==> config.mk <==
export PLATFORM = sky130hd
export DESIGN_NAME = car_sensor_conditioner
export DESIGN_NICKNAME = d
export VERILOG_FILES = /design/src/rtl/car_sensor_conditioner.sv
export SDC_FILE = /design/constraint.sdc
export NUM_CORES = 1
export LEC_CHECK = 0
export ABC_AREA = 1
export BUFFER_PORTS_ARGS = -buffer_cell sky130_fd_sc_hd__buf_2
export CAP_MARGIN = 20
export CORE_AREA = 5 5 91 93
export CTS_CLUSTER_SIZE = 24
export DETAILED_ROUTE_END_ITERATION = 16
export DIE_AREA = 0 0 96 98
export PLACE_DENSITY_LB_ADDON = 0.25
export SYNTH_ARGS = -nofsm -noshare
export SYNTH_HDL_FRONTEND = slang
export SYNTH_SLANG_ARGS = --single-unit
==> constraint.sdc <==
create_clock -name clock -period 4 [get_ports clock]
set_input_delay 0.2 -clock clock [delete_from_list [all_inputs] [get_ports clock]]
set_output_delay 0.2 -clock clock [all_outputs]
set_load 0.05 [all_outputs]
==> src/rtl/car_sensor_conditioner.sv <==
// Conditions four raw vehicle sensors into one car-present request X:
// debounce, stuck-high fault masking, hold stretch, arrival counting.
// Optional input synchronizer: define SENSOR_SYNC_EN.
module car_sensor_conditioner #(
    parameter int DEBOUNCE_CYCLES = 3,
    parameter int HOLD_CYCLES     = 4,
    parameter int STUCK_CYCLES    = 60
) (
    input  logic       clock,
    input  logic       clear,
    input  logic [3:0] sens,
    output logic       X,
    output logic [3:0] stable,
    output logic [3:0] fault,
    output logic [7:0] arrivals
);

    localparam logic [3:0] DEB_LAST  = 4'(DEBOUNCE_CYCLES - 1);
    localparam logic [3:0] HOLD_LOAD = 4'(HOLD_CYCLES);
    localparam logic [7:0] STUCK_LIM = 8'(STUCK_CYCLES);

    logic [3:0] samp;

`ifdef SENSOR_SYNC_EN
    logic [3:0] sync1_q, sync1_d;
    logic [3:0] sync2_q, sync2_d;

    always_comb begin
        sync1_d = sens;
        sync2_d = sync1_q;
    end

    always_ff @(posedge clock or posedge clear) begin
        if (clear) begin
            sync1_q <= '0;
            sync2_q <= '0;
        end else begin
            sync1_q <= sync1_d;
            sync2_q <= sync2_d;
        end
    end

    assign samp = sync2_q;
`else
    assign samp = sens;
`endif

    logic [3:0] deb_cnt_q [4];
    logic [3:0] deb_cnt_d [4];
    logic [3:0] stable_q, stable_d;
    logic [7:0] stuck_cnt_q [4];
    logic [7:0] stuck_cnt_d [4];
    logic [3:0] fault_q, fault_d;
    logic [3:0] hold_q, hold_d;
    logic [7:0] arrivals_q, arrivals_d;
    logic [3:0] active;
    logic [3:0] rise;
    logic [2:0] rise_cnt;
    logic [8:0] arr_sum;

    // Debounce: a run of DEBOUNCE_CYCLES contrary samples flips the state.
    always_comb begin
        for (int i = 0; i < 4; i++) begin
            deb_cnt_d[i] = deb_cnt_q[i];
            stable_d[i]  = stable_q[i];
            if (samp[i] == stable_q[i]) begin
                deb_cnt_d[i] = '0;
            end else if (deb_cnt_q[i] == DEB_LAST) begin
                stable_d[i]  = ~stable_q[i];
                deb_cnt_d[i] = '0;
            end else begin
                deb_cnt_d[i] = deb_cnt_q[i] + 4'd1;
            end
        end
    end

    // Stuck counter saturates at its limit so the fault flag stays set.
    always_comb begin
        for (int i = 0; i < 4; i++) begin
            stuck_cnt_d[i] = stuck_cnt_q[i];
            fault_d[i]     = fault_q[i];
            if (!stable_q[i]) begin
                stuck_cnt_d[i] = '0;
            end else if (stuck_cnt_q[i] != STUCK_LIM) begin
                stuck_cnt_d[i] = stuck_cnt_q[i] + 8'd1;
            end
            if (stuck_cnt_d[i] == STUCK_LIM) begin
                fault_d[i] = 1'b1;
            end
        end
    end

    assign active = stable_q & ~fault_q;

    always_comb begin
        hold_d = hold_q;
        if (|active) begin
            hold_d = HOLD_LOAD;
        end else if (hold_q != 4'd0) begin
            hold_d = hold_q - 4'd1;
        end
    end

    // Arrivals: count debounced rises on sensors not yet faulted.
    always_comb begin
        rise     = stable_d & ~stable_q & ~fault_q;
        rise_cnt = '0;
        for (int i = 0; i < 4; i++) begin
            rise_cnt = rise_cnt + 3'(rise[i]);
        end
        arr_sum    = {1'b0, arrivals_q} + {6'd0, rise_cnt};
        arrivals_d = arr_sum[8] ? 8'hFF : arr_sum[7:0];
    end

    always_ff @(posedge clock or posedge clear) begin
        if (clear) begin
            for (int i = 0; i < 4; i++) begin
                deb_cnt_q[i]   <= '0;
                stuck_cnt_q[i] <= '0;
            end
            stable_q   <= '0;
            fault_q    <= '0;
            hold_q     <= '0;
            arrivals_q <= '0;
        end else begin
            for (int i = 0; i < 4; i++) begin
                deb_cnt_q[i]   <= deb_cnt_d[i];
                stuck_cnt_q[i] <= stuck_cnt_d[i];
            end
            stable_q   <= stable_d;
            fault_q    <= fault_d;
            hold_q     <= hold_d;
            arrivals_q <= arrivals_d;
        end
    end

    assign X        = (|active) | (hold_q != 4'd0);
    assign stable   = stable_q;
    assign fault    = fault_q;
    assign arrivals = arrivals_q;

endmodule
; ---- Yosys cells after proc, flatten, opt, wreduce, memory -nomap -nowiden
; Cells that the tools add are included.
[word_totals]
reg_bits = 68
inputBits = 6
out_inout_bits = 17
elab_cells = 84
[op_classes]
n_addsub = 13
n_eq_ne = 16
n_mux = 27
bitwise_logic = 10
n_reduce_logical = 3
[op_table]
columns = op, n
row1 = two-way mux 8 bit, 9
row2 = two-way mux 4 bit, 10
row3 = "adder 8 x 1 -> 8 bit, second input constant", 4
row4 = "equality test 8 x 6 -> 1 bit, second input constant", 4
row5 = "inequality test 8 x 6 -> 1 bit, second input constant", 4
row6 = "adder 4 x 1 -> 4 bit, second input constant", 4
row7 = "equality test 4 x 2 -> 1 bit, second input constant", 4
row8 = bitwise AND 4 bit, 3
row9 = adder 8 x 3 -> 9 bit, 1
row10 = two-way mux 1 bit, 8
row11 = NOT 4 bit, 2
row12 = equality test 1 bit, 4
row13 = NOT 1 bit, 4
row14 = nonzero test 4 bit, 1
row15 = OR reduction 4 bit, 1
row16 = "subtractor 4 x 1 -> 4 bit, second input constant", 1
row17 = adder 2 x 1 -> 3 bit, 1
row18 = adder 3 x 1 -> 3 bit, 1
row19 = adder 1 x 1 -> 2 bit, 1
row20 = nonzero test 2 bit, 1
row21 = OR 1 bit, 1

; ---- Depth between registers and ports, before layout
[depth]
ltp_word = 10
depth_mapped = 15
depth_no_buf = 15

; ---- Least setup slack after synthesis
; Ideal clock, no wire load.
[synth_path]
path_type = reg-to-reg
start = reg stable_q[0], in the netlist stable[0]
end = reg arrivals_q[7], in the netlist arrivals[7]
setup_time_ns = 0.147
arrival_ns = 3.171
required_time_ns = 3.853
slack_ns = 0.681
path_stages_with_launch = 14
path_buffers = 1
period_less_slack_ns = 3.319
cell_sequence = dfrtp_1 buf_2 inv_1 a21oi_1 nand3_1 fa_1 inv_1 fa_1 fa_1 nand2_1 inv_1 nand3_1 a21boi_0 o21ai_0
[synth_between]
elab_chain_len = 10
elab_cells_between_ends = 12
classes_between = 4 x add/sub / 1 x eq/ne / 3 x mux / 4 x bitwise
[synth_lines]
columns = element, line
row1 = from (decl), 50  ; logic [3:0] stable_q, stable_d;
row2 = from (signal assigned), 130  ; stable_q <= stable_d;
row3 = NOT 1 bit, 69  ; stable_d[i] = ~stable_q[i];
row4 = two-way mux 1 bit, 68  ; end else if (deb_cnt_q[i] == DEB_LAST) begin
row5 = two-way mux 1 bit (*), 66  ; if (samp[i] == stable_q[i]) begin
row6 = net stable_d[0], 50
row7 = bitwise AND 4 bit (*) (2 in a row), 106  ; rise = stable_d & ~stable_q & ~fault_q;
row8 = adder 1 x 1 -> 2 bit (*), 109  ; rise_cnt = rise_cnt + 3'(rise[i]);
row9 = adder 2 x 1 -> 3 bit (*), 109
row10 = adder 3 x 1 -> 3 bit (*), 109
row11 = adder 8 x 3 -> 9 bit (*), 111  ; arr_sum = {1'b0, arrivals_q} + {6'd0, rise_cnt};
row12 = two-way mux 8 bit (*), 112  ; arrivals_d = arr_sum[8] ? 8'hFF : arr_sum[7:0];
row13 = net arrivals_d[7], 55  ; logic [7:0] arrivals_q, arrivals_d;
row14 = to (signal assigned), 133  ; arrivals_q <= arrivals_d;
row15 = to (decl), 55
; The timed path passes the listed nets; every way through them passes the cells marked *.
; A chain may end at the register's enable or synchronous reset.

; ---- Worst setup path in the final report
[layout_path]
start = reg deb_cnt_q[12] in the netlist's numbering
end = reg arrivals_q[7], in the netlist arrivals[7]
[layout_between]
elab_chain_len = 10
[layout_lines]
columns = element, line
row1 = from (decl), 48  ; logic [3:0] deb_cnt_q [4];
row2 = "from (signal, indexed assignment)", 127  ; deb_cnt_q[i] <= deb_cnt_d[i];
row3 = equality test 4 x 2 -> 1 bit, 68
row4 = two-way mux 1 bit, 68
row5 = two-way mux 1 bit, 66
row6 = net stable_d[0], 50
row7 = bitwise AND 4 bit (2 in a row), 106
row8 = adder 1 x 1 -> 2 bit, 109
row9 = adder 2 x 1 -> 3 bit, 109
row10 = adder 3 x 1 -> 3 bit, 109
row11 = adder 8 x 3 -> 9 bit, 111
row12 = two-way mux 8 bit, 112
row13 = net arrivals_d[7], 55
; The timed path passes the listed nets, and every way through them passes these cells.

==> summary.txt <==
H-tree levels = 3
Post-Synth Simple-Gate Area = 29.0%
Sequential area share after synthesis = 43.8%
Crit path DAT = 3500 ps
Largest family of logic cells by synthesized area = simple AND/OR/NAND/NOR gates
GR Layer Usage met3 = 3.93%
Maximum clock path buffer count = 2
Die Wd = 96 um
RSZ-0062 raised after global routing = false
Setup TNS = 0 ps
GR Util met2 = 26.4%
Hold Fails Final Rpt = 35
CP startpoint kind = flop
Core footprint = 7450 um2
First-pass GRT wire length = 12.7 mm
Filler cell count = 714
Clock-pin slew on the worst setup and hold paths = 70 ps
Initial antenna violation count = 0
DR vias/cell = 4.86
Worst hold path type = in -> async
Clock skew = 8.49 ps
VDD IR max = 0.554 mV
Leakage = 2.30 nW
WL final = 6.99 mm
CTS tree = built
Final GP Congestion = 0.869
Grt ovf = 0
Netlist cell types = 28
Main synth FF type = dfrtp_1
Port bufs = 22
Ant diodes = 0
Max-Slew Margin vs Limit = 50.9%
Final max-slew violation count = 0
Share of layout cells above drive strength 1 = 13.8%
Outcome = finished, violations left
Worst Path Max Fanout = 7
Failing checks = hold timing
Nets = 545
Number of setup buffers added after CTS = 0
Final number of setup-violating endpoints = 0
Final ANT Viol Nets = 0
DR WL/cell = 11.2 um
Number of global-route vias before repair = 3043
Rows = 32
Hold-fix buffer count after cts = 0
Gate count of the mapped netlist = 487
Initial Util = 52.1%
Total GRT Usage = 16.7%
Global routing's busiest layer = met2
Drt first pass iters = 4
DRC = 0
Vias = 3030
Post-synthesis mux area share = 0%
Syn Area/Cell = 7.97 um2
Compound-Gate Fraction of Synth Area = 7.12%
CP Data Required Time = 4210 ps
PD cells = 584 nW/um2
Post-synthesis register bit count = 68
Full die area = 9410 um2
XOR/XNOR Fraction of Synth Area = 3.16%
FMAX = 304 MHz
Root Driver = clkbuf_8
Period utilization = 82.4%
Post-synth EDFFs = 0
CP endpoint kind = flop
Grt met1 use = 22.3%
Most common cell after layout, fill and taps aside = nand2_1
Hold WS = -14.6 ps
Clock Latency Late Sink = 340 ps
Post_cts resized = 0
Area share of fa/ha/maj cells after synthesis = 7.67%
Number of buffers created by CTS = 9
Critical path class = reg -> reg
DPL Wire Length = 5.29 mm
Fin crit period = 3290 ps
Async SR Flop Fraction = 100%
YS warnings = 0
Most frequent cells in the layout = nand2_1, inv_1, dfrtp_1
Post-synthesis net count = 515
Clock Sinks = 68
DRT iter0 DRCs = 99
Largest net degree at the start of global routing = 37
Layout area overhead = 9.57%
Slew of the pin with the lowest slew margin = 736 ps
Max Cap Viol = 0
Overall power = 2.48 mW
Synthesized area = 3880 um2
I/O pin cnt = 23
Die span in y = 98 um
## state kept, by name, indices dropped and copies added (netlist names)
signal       flops
fault            4
deb_cnt_q       16
stuck_cnt_q     32
hold_q           4
arrivals         8
stable           4
## metal layers
layer | up-vias | part of all wire [%]
li1 | 1588 | -
met1 | 1395 | 49
met2 | 39 | 47
met3 | 8 | 2.9
met4 | 0 | 1.2
met5 | - | 0
## final timing paths
kind                               start              end  slack, ps  cells after the start
setup / recovery           deb_cnt_q[12]      arrivals[7]        710                     15
hold / removal                     clear  stuck_cnt_q[14]        -10                      2
setup reg to reg           deb_cnt_q[12]      arrivals[7]        710                     15
hold reg to reg             deb_cnt_q[8]     deb_cnt_q[8]        490                      1
max in group asynchronous          clear      arrivals[1]       3120                      3
min in group clock               sens[3]        stable[3]        160                      3
## synth_stat cells, drive strengths merged (2+ instances only)
cell type,instances,area (um2)
or2,3,18.8
nand2,117,504
nor3,4,20.0
xor2,4,35.0
nand3,61,305
xnor2,10,87.6
a31oi,12,75.1
o22ai,2,18.8
inv,88,330
ha,19,238
o21ai,19,95.1
buf,4,25.0
dfrtp,68,1700
nor2,56,273
a21oi,13,65.1
fa,3,60.1
## logic make-up (layout without fill, tap and decap cells)
kind of cell | after synthesis | count (layout)
and+or+nand+nor | 242 | 242
buffers and inverters | 92 | 126
DFF | 68 | 68
AOI/OAI and AO/OA | 49 | 49
adders and majority gates | 22 | 22
xor gates and xnor gates | 14 | 14
## worst max-delay path, cell delays in order, from the launching register on
cell and delay, ps:
dfrtp_1 400, inv_1 60, ha_1 180, nand2_1 100, nor2_1 50, a21oi_1 140
nand3_1 140, fa_1 530, inv_1 50, fa_1 450, fa_1 400, nand2_1 120
inv_1 60, nand3_1 210, a21boi_0 190, o21ai_0 90
## where the power goes
part / internal, mW / switching, mW / total (mW)
combinational: 0.313 / 0.666 / 0.979
clock: 0.222 / 0.241 / 0.462
sequential: 0.846 / 0.194 / 1.04
## stage by stage
stage	cell area [um2]	hold slack, ps	std cells	util, %	setup slack, ps
2_1_floorplan	3880	338	487	-	681
3_3_place_gp	4100	389	608	55.1	802
3_5_place_dp	4100	380	608	55.1	716
4_1_cts	4250	7.95	623	57.1	695
5_1_grt	4250	70.1	623	57.1	322
6_report	4250	-14.6	623	57.1	706
## area by class of cell
cell class                 instances  area [um2]  area share [%]
multi-input combinational        327        1820            42.9
sequential                        68        1700            40.0
inverter                          88         330            7.77
clock buffer                      13         139            3.27
tap                              102         128            3.00
timing repair buffer              23         118            2.77
clock inverter                     2        12.5           0.294
(Power assumes the default switching activity.)
